File: src/rtl/rojobot_video_pkg.sv
// rtl/rojobot_video_pkg.sv - shared widths, pipeline latency and position FSM encoding for the video fetch path
package rojobot_video_pkg;

    localparam int COLOR_W       = 12;
    localparam int PIX_COORD_W   = 12;
    localparam int FETCH_LATENCY = 3;

    typedef enum logic {
        POS_IDLE    = 1'b0,
        POS_PENDING = 1'b1
    } pos_state_t;

endpackage

File: src/rtl/sync_delay.sv
// rtl/sync_delay.sv - resettable fixed-depth shift register for sync/flag alignment
module sync_delay #(
    parameter int WIDTH = 4,
    parameter int DEPTH = 2
) (
    input  logic             clk,
    input  logic             reset,
    input  logic [WIDTH-1:0] d,
    output logic [WIDTH-1:0] q
);

    logic [WIDTH-1:0] stages [DEPTH];

    always_ff @(posedge clk or posedge reset) begin
        if (reset) begin
            for (int i = 0; i < DEPTH; i++) stages[i] <= '0;
        end else begin
            stages[0] <= d;
            for (int i = 1; i < DEPTH; i++) stages[i] <= stages[i-1];
        end
    end

    assign q = stages[DEPTH-1];

endmodule

File: src/rtl/image_fetch.sv
// rtl/image_fetch.sv - DTG-coordinate to image-RAM fetch with aligned pixel/sync outputs; IMAGE_FETCH_TRANSPARENCY_EN enables colour keying
module image_fetch
    import rojobot_video_pkg::*;
#(
    parameter int                 DATA_WIDTH  = 12,
    parameter int                 ADDR_WIDTH  = 15,
    parameter int                 IMG_W       = 128,
    parameter int                 IMG_H       = 256,
    parameter int                 SCALE_SHIFT = 0,
    parameter logic [COLOR_W-1:0] BG_COLOR    = 12'h000,
    parameter logic [COLOR_W-1:0] KEY_COLOR   = 12'hF0F
) (
    input  logic                   clk,
    input  logic                   reset,
    input  logic                   video_on,
    input  logic                   hsync_in,
    input  logic                   vsync_in,
    input  logic [PIX_COORD_W-1:0] pixel_row,
    input  logic [PIX_COORD_W-1:0] pixel_column,
    input  logic [PIX_COORD_W-1:0] pos_x,
    input  logic [PIX_COORD_W-1:0] pos_y,
    input  logic                   pos_load,
    output logic                   pos_ack,
    output logic [ADDR_WIDTH-1:0]  read_addr,
    input  logic [DATA_WIDTH-1:0]  q,
    output logic [COLOR_W-1:0]     pixel_out,
    output logic                   in_image,
    output logic                   video_on_out,
    output logic                   hsync_out,
    output logic                   vsync_out
);

    localparam int RW = PIX_COORD_W + 1;
    localparam int XW = $clog2(IMG_W);
    localparam int YW = ADDR_WIDTH - XW;
    localparam logic [RW-1:0] SPAN_X = RW'(IMG_W << SCALE_SHIFT);
    localparam logic [RW-1:0] SPAN_Y = RW'(IMG_H << SCALE_SHIFT);
`ifdef IMAGE_FETCH_TRANSPARENCY_EN
    localparam bit KEYING = 1'b1;
`else
    localparam bit KEYING = 1'b0;
`endif

    pos_state_t             state, state_next;
    logic                   go_live;
    logic                   vsync_d;
    logic                   vsync_rise;
    logic [PIX_COORD_W-1:0] act_x, act_y, pend_x, pend_y;

    logic [RW-1:0]          rel_x, rel_y;
    logic [XW-1:0]          tex_x;
    logic [YW-1:0]          tex_y;
    logic                   hit;

    logic                   von_s2, hs_s2, vs_s2, hit_s2;
    logic                   keyed, show;

    assign vsync_rise = vsync_in & ~vsync_d;

    always_comb begin
        state_next = state;
        go_live    = 1'b0;
        case (state)
            POS_IDLE: begin
                if (pos_load) state_next = POS_PENDING;
            end
            POS_PENDING: begin
                // A load landing on the edge is kept for the following frame.
                if (vsync_rise) begin
                    go_live    = 1'b1;
                    state_next = pos_load ? POS_PENDING : POS_IDLE;
                end
            end
            default: state_next = POS_IDLE;
        endcase
    end

    // Unsigned coordinates widened by one bit so left/above-the-image shows up as a set sign bit.
    assign rel_x = {1'b0, pixel_column} - {1'b0, act_x};
    assign rel_y = {1'b0, pixel_row}    - {1'b0, act_y};
    assign hit   = ~rel_x[RW-1] & (rel_x < SPAN_X) & ~rel_y[RW-1] & (rel_y < SPAN_Y);
    assign tex_x = XW'(rel_x >> SCALE_SHIFT);
    assign tex_y = YW'(rel_y >> SCALE_SHIFT);

    sync_delay #(
        .WIDTH (4),
        .DEPTH (FETCH_LATENCY - 1)
    ) u_sync_delay (
        .clk   (clk),
        .reset (reset),
        .d     ({video_on, hsync_in, vsync_in, hit}),
        .q     ({von_s2, hs_s2, vs_s2, hit_s2})
    );

    assign keyed = KEYING && (COLOR_W'(q) == KEY_COLOR);
    assign show  = hit_s2 & von_s2 & ~keyed;

    always_ff @(posedge clk or posedge reset) begin
        if (reset) begin
            state        <= POS_IDLE;
            vsync_d      <= 1'b0;
            pos_ack      <= 1'b0;
            pend_x       <= '0;
            pend_y       <= '0;
            act_x        <= '0;
            act_y        <= '0;
            read_addr    <= '0;
            pixel_out    <= BG_COLOR;
            in_image     <= 1'b0;
            video_on_out <= 1'b0;
            hsync_out    <= 1'b0;
            vsync_out    <= 1'b0;
        end else begin
            state   <= state_next;
            vsync_d <= vsync_in;
            pos_ack <= go_live;
            if (pos_load) begin
                pend_x <= pos_x;
                pend_y <= pos_y;
            end
            if (go_live) begin
                act_x <= pend_x;
                act_y <= pend_y;
            end
            if (hit) read_addr <= {tex_y, tex_x};
            pixel_out    <= show ? COLOR_W'(q) : BG_COLOR;
            in_image     <= show;
            video_on_out <= von_s2;
            hsync_out    <= hs_s2;
            vsync_out    <= vs_s2;
        end
    end

endmodule

File: config.mk
export PLATFORM = sky130hd
export DESIGN_NAME = image_fetch
export DESIGN_NICKNAME = d
export VERILOG_FILES = /design/src/rtl/rojobot_video_pkg.sv /design/src/rtl/sync_delay.sv /design/src/rtl/image_fetch.sv
export SDC_FILE = /design/constraint.sdc
export NUM_CORES = 1
export LEC_CHECK = 0
export ABC_AREA = 1
export CAP_MARGIN = 25
export CORE_AREA = 2 2 116 118
export CTS_BUF_LIST = sky130_fd_sc_hd__clkbuf_8
export DETAILED_ROUTE_END_ITERATION = 10
export DIE_AREA = 0 0 118 120
export PLACE_DENSITY_LB_ADDON = 0.3
export SYNTH_ARGS = -nofsm -noshare
export SYNTH_HDL_FRONTEND = slang
export SYNTH_HIERARCHICAL = 1
export SYNTH_SLANG_ARGS = --single-unit
File: constraint.sdc
create_clock -name clk -period 3.2 [get_ports clk]
set_clock_uncertainty 0.1 [all_clocks]
set_input_delay 0.8 -clock clk [delete_from_list [all_inputs] [get_ports clk]]
set_output_delay 0.8 -clock clk [all_outputs]
set_load 0.03 [all_outputs]
# After elaboration in Yosys (flattened, before gate mapping)
# Cells that the tools add are included.
dict set report totals {
  register_bits 90
  inputBits 66
  output_inout_bits 32
  word_cells 34
}
dict set report classes {
  addsub 2
  order_cmp 2
  n_mux 6
  n_bitwise 9
}
# cell count
set ops {}
lappend ops {{12-bit by 12-bit subtractor with 13-bit output} 2}
lappend ops {{13-bit by 8-bit less-than comparator with 1-bit output, second input constant} 1}
lappend ops {{13-bit by 9-bit less-than comparator with 1-bit output, second input constant} 1}
lappend ops {{12-bit 2-to-1 mux} 1}
lappend ops {{1-bit AND} 5}
lappend ops {{1-bit 2-to-1 mux} 4}
lappend ops {{1-bit inverter} 4}
lappend ops {{1-bit one-hot mux with 2 select lines} 1}

# Logic depth before layout (Yosys ltp)
# Gate-level depths: netlist of the first run.
dict set report logic_depth {
  ltp_word 5
  depth_mapped 16
  ltp_nobuf 16
}

# Modules after synthesis
# The synthesis of the first run kept the hierarchy.
# module n_inst cells_per_inst area_each_um2 seq_area_each_um2
set by_module_without_submodules {}
lappend by_module_without_submodules {image_fetch 1 541 4541.9 2052.0}
lappend by_module_without_submodules {sync_delay 1 13 234.0 200.2}

# Worst setup path after synthesis of the first run
# No wires, ideal clock.
dict set report synth_timing {
  path_kind {in2reg}
  startpoint {in pixel_row[0]}
  endpoint {reg read_addr[14]}
  setup_ns 0.121
  arrival_ns 2.526
  required_ns 2.979
  setup_slack_ns 0.453
  cell_stages 14
  n_path_buf 1
  path_cell_list {inv_1 ha_1 fa_1 inv_1 nand3_1 nand3_1 nand2_1 nand3_1 nand3_1 nor2_4 nand3_4 buf_6 nand2_2 o21ai_2}
}
dict set report synth_between {
  elab_chain_len 4
  elab_cells_between_ends 5
  classes_between {add/sub (1); order compare (1); bitwise (3)}
}
# item line
set synth_lines {}
lappend synth_lines {{start, declared} image_fetch.sv:18} ;# input logic [PIX_COORD_W-1:0] pixel_row,
lappend synth_lines {{12-bit by 12-bit subtractor with 13-bit output *} image_fetch.sv:80} ;# assign rel_y = {1'b0, pixel_row} - {1'b0, act_y};
lappend synth_lines {{branches (longest 3 deep; another with 13-bit by 9-bit less-than comparator with 1-bit output)} -}
lappend synth_lines {{end signal, assigned} image_fetch.sv:125} ;# if (hit) read_addr <= {tex_y, tex_x};
lappend synth_lines {{end, declared} image_fetch.sv:24} ;# output logic [ADDR_WIDTH-1:0] read_addr,
# Every way passes the cells marked *.
# A chain may end at the register's enable or synchronous reset.

# Worst setup path after layout of the first run
dict set report layout_timing {
  startpoint {in pixel_column[0]}
  endpoint {reg read_addr[4]}
}
dict set report layout_between {
  elab_chain_len 5
  elab_cells_between_ends 6
  classes_between {add/sub (1); order compare (1); bitwise (4)}
}
# item line
set layout_lines {}
lappend layout_lines {{start, declared} image_fetch.sv:19} ;# input logic [PIX_COORD_W-1:0] pixel_column,
lappend layout_lines {{12-bit by 12-bit subtractor with 13-bit output *} image_fetch.sv:79} ;# assign rel_x = {1'b0, pixel_column} - {1'b0, act_x};
lappend layout_lines {{13-bit by 8-bit less-than comparator with 1-bit output / 1-bit inverter (equally long branches)} image_fetch.sv:81} ;# assign hit = ~rel_x[RW-1] & (rel_x < SPAN_X) & ~rel_y[RW-1] & (rel_y < SPAN_Y);
lappend layout_lines {{1-bit AND (3 in a row)} image_fetch.sv:81}
# Mark *: on every way between the ends. The rest lies on a longest branch, timed or not.

==> results.py, run 1 <==
metrics = {
    "outcome": {
        "status": "finished clean",
    },
    "detailed_routing": {
        "via_count": 3717,
        "postRouteAntennaNets": 0,
        "dr.pass1.iters": 4,
        "finalWirelength_um": 10240,
        "routedWlPerCell_um": 12.17,
        "drc": 0,
        "drtIter0Drc": 176,
        "vias_per_cell": 4.414,
    },
    "global_routing": {
        "track_usage_pct": 15.58,
        "grt_start_max_net_pins": 48,
        "grt_pass1_wl_um": 17390,
        "grt_pass1_vias": 3689,
        "grt_remaining_overflow": 0,
        "antenna_found_initial": 0,
    },
    "synth": {
        "synth_seq_cells": 90,
        "seq_area_frac_synth_pct": 47.16,
        "synthCells": 554,
        "synth_nets": 646,
        "syn-cell-area_um2": 4776,
        "ys.warnings.count": 6,
        "avgSynthCellArea_um2": 8.621,
        "yosysUniqueCellTypes": 30,
    },
    "floorplanning": {
        "fp-row-count": 42,
        "die_x_um": 118,
        "start_util_pct": 36.79,
        "pin_count": 98,
        "die-area_um2": 14160,
        "design.core.area_um2": 12980,
        "die_y_um": 120,
    },
    "placement": {
        "port_buffers": 97,
        "place_congestion": 0.8483,
        "hpwl_um": 8071,
        "placed_area_um2": 6023,
        "pre_cts_ws_ns": -0.1024,
    },
    "sta": {
        "period_needed_ns": 2.906,
        "drv_slew": 0,
        "finalSetupViolCount": 0,
        "post-route-period-util_pct": 90.82,
        "rsz0062_at_grt": "no",
        "tightest_slew_ns": 0.6581,
        "fmax_mhz": 344.1,
        "relSlewSlack_pct": 56.12,
        "setup_ws_ns": 0.2938,
        "finalHoldViolations": 0,
        "whs_ns": 0.2543,
    },
    "pwr": {
        "design_power_total_uw": 3122,
        "p_per_area_nw_per_um2": 502.6,
        "p_leak_uw": 0.003128,
        "irDropWorstVdd_v": 0.0002357,
    },
    "hold_path": {
        "hold_depth": 0,
        "hp-class": "reg -> reg",
        "hp-start": "u_sync_delay/q[2]",
        "whs_endpoint": "hsync_out",
    },
    "critical_path": {
        "worst_path_max_delay_cell": "clkdlybuf4s50_1",
        "crit_required_ns": 3.41,
        "rrSetupSlack_ns": 0.82,
        "r2r_cells": 16,
        "r2r-end": "read_addr[4]",
        "critPathMaxStageDelay_ns": 0.45,
        "crit_path_max_fanout": 17,
        "crit_path_end_kind": "flop",
        "crit_type": "in -> reg",
        "crit_path_frequent_cell": "nand2_1",
        "cp-start-kind": "primary input",
        "r2r-start": "act_x[0]",
        "cp.arrival_ns": 3.11,
        "path_cells": "clkdlybuf4s50_1 -> inv_1 -> ha_1 -> fa_1 -> inv_1 -> nand2_1 -> nand2_1 -> nand3_1 -> nand2_1 -> nand2_1 -> nand2_1 -> nand3_2 -> nor2_4 -> nand3_4 -> buf_12 -> nand2_1 -> nand2_1 -> inv_1",
    },
    "final_layout": {
        "fillerInstances": 1302,
        "layout-drive-gt1-share_pct": 13.21,
        "area_growth_pct": 30.05,
        "final_cell_mix": "nand2_1, inv_1, clkdlybuf4s50_1",
        "antennaDiodeCount": 0,
        "num-nets-final": 753,
        "stdcell_area_um2": 6211,
        "layout.cells.most_common": "nand2_1",
    },
    "clock_tree": {
        "cts_sinks": 90,
        "cts.repair.resized": 0,
        "htree_levels": 3,
        "worstSkewPairLatency_ns": 0.36,
        "hold_buffers": 0,
        "cts_tree": "done",
        "clockRootBuffer": "clkbuf_8",
        "clk_pin_slew_ns": 0.09,
        "cts_setup_buffers": 0,
        "cts_max_path_buffers": 2,
        "numCtsBuffers": 9,
    },
    "flow_run": {
        "cap_violations": 0,
    },
}
sequential cells by signal, summed over array words and instances (netlist names):
register and count:
vsync_d 1, hsync_out 1, vsync_out 1, u_sync_delay/q 4, pend_y 12, state 1, u_sync_delay/stages 4, pend_x 12
act_x 12, act_y 12, video_on_out 1, read_addr 15, pixel_out 12, in_image 1, pos_ack 1
power breakdown:
part | internal, µW | switching (µW) | total (µW)
Sequential | 1250 | 49.9 | 1300
Combinational | 445 | 636 | 1080
Clock | 352 | 389 | 742
Total | 2050 | 1070 | 3120
synth_stat cells:
cell type	count	share of area, %
nand2_1	135	11
inv_1	103	8.1
dfrtp_1	90	47
nor2_1	32	2.5
o21ai_0	27	2.8
ha_1	24	6.3
nand3_1	24	2.5
mux2_2	22	5.2
a21oi_1	17	1.8
nand2_2	13	1.7
o21ai_2	11	2.0
nand4_1	10	1.3
xor2_1	9	1.7
clkbuf_1	6	0.47
buf_4	4	0.63
nor2_2	4	0.52
inv_2	3	0.24
buf_1	2	0.16
buf_6	2	0.47
fa_1	2	0.84
nand3_2	2	0.42
nor2_4	2	0.47
o21bai_1	2	0.31
xnor2_1	2	0.37
a21o_1	1	0.16
nand2_4	1	0.24
nand3_4	1	0.37
nand3b_1	1	0.16
nor2_8	1	0.42
o21ai_1	1	0.10
critical path, delay by kind of cell:
family | cells | cell delay, ns
buffers and inverters | 5 | 0.81
AND/OR/NAND/NOR | 11 | 0.88
adder cells (fa/ha/maj) | 2 | 0.62
routing by layer:
layer  share of wire [%]  up-vias  GRT usage [%]
met2                  46       76          25.65
met1                  49     1709          19.91
met5                   0        -              0
li1                    -     1926              -
met3                 3.8        6          3.375
met4                0.86        0          6.551
worst max path at each step:
stage | end | slack, ns | from | depth (start not counted)
after global routing | read_addr[10] | 0.13 | pixel_column[0] | 18
after floorplan | act_x[0] | 0.19 | reset | 1
after detailed placement | read_addr[0] | -0.10 | pixel_column[0] | 17
after global placement | read_addr[5] | -0.06 | pixel_column[0] | 17
after CTS | read_addr[4] | 0.30 | pixel_column[0] | 18
final | read_addr[4] | 0.29 | pixel_column[0] | 18
metrics by stage:
step                cells  util (%)  TNS [ns]
floorplan             554         -         0
global placement      826     46.40   -0.6311
detailed placement    826     46.40    -1.300
CTS                   842     47.85         0
global route          842     47.85         0
finish                842     47.85         0
area by class of cell:
class | instances | area (µm²) | area share (%)
multi-input cells | 344 | 2046 | 32.94
repair buffers | 110 | 1106 | 17.81
clock inverters | 7 | 63.81 | 1.027
flip-flops and latches | 90 | 2252 | 36.26
clock buffers | 9 | 123.9 | 1.994
well taps | 176 | 220.2 | 3.546
inverters | 106 | 399.1 | 6.426
cell families (layout without fill, tap and decap cells):
kind of cell | Yosys count | after routing | synth area share, %
buffers and inverters | 120 | 232 | 10.06
adder cells (fa/ha/maj) | 26 | 26 | 7.126
multiplexers | 22 | 22 | 5.187
XOR/XNOR | 11 | 11 | 2.017
AND/OR/NAND/NOR | 226 | 226 | 21.25
AO/OA/AOI/OAI | 59 | 59 | 7.204
flip-flops | 90 | 90 | 47.16
Note: power is estimated with default switching activity, not from simulation.
==> inputs of run 2 (changes only) <==
--- a/config.mk
+++ b/config.mk
@@ -9,6 +9,7 @@
 export CAP_MARGIN = 25
 export CORE_AREA = 2 2 116 118
 export CTS_BUF_LIST = sky130_fd_sc_hd__clkbuf_8
+export CTS_CLUSTER_SIZE = 20
 export DETAILED_ROUTE_END_ITERATION = 10
 export DIE_AREA = 0 0 118 120
 export PLACE_DENSITY_LB_ADDON = 0.3
==> constraint.sdc (replaced) <==
create_clock -name clk -period 3.2 [get_ports clk]
set_clock_uncertainty 0.1 [all_clocks]
set_input_delay 0.8 -clock clk [delete_from_list [all_inputs] [get_ports clk]]
set_output_delay 0.8 -clock clk [all_outputs]
set_load 0.01 [all_outputs]
==> results of run 2 <==
The final DEF is identical to that of run 1. Status: finished clean.
Among the figures that moved: total power 3122 µW -> 3087 µW; worst IR drop on VDD 0.0002357 V -> 0.0002356 V
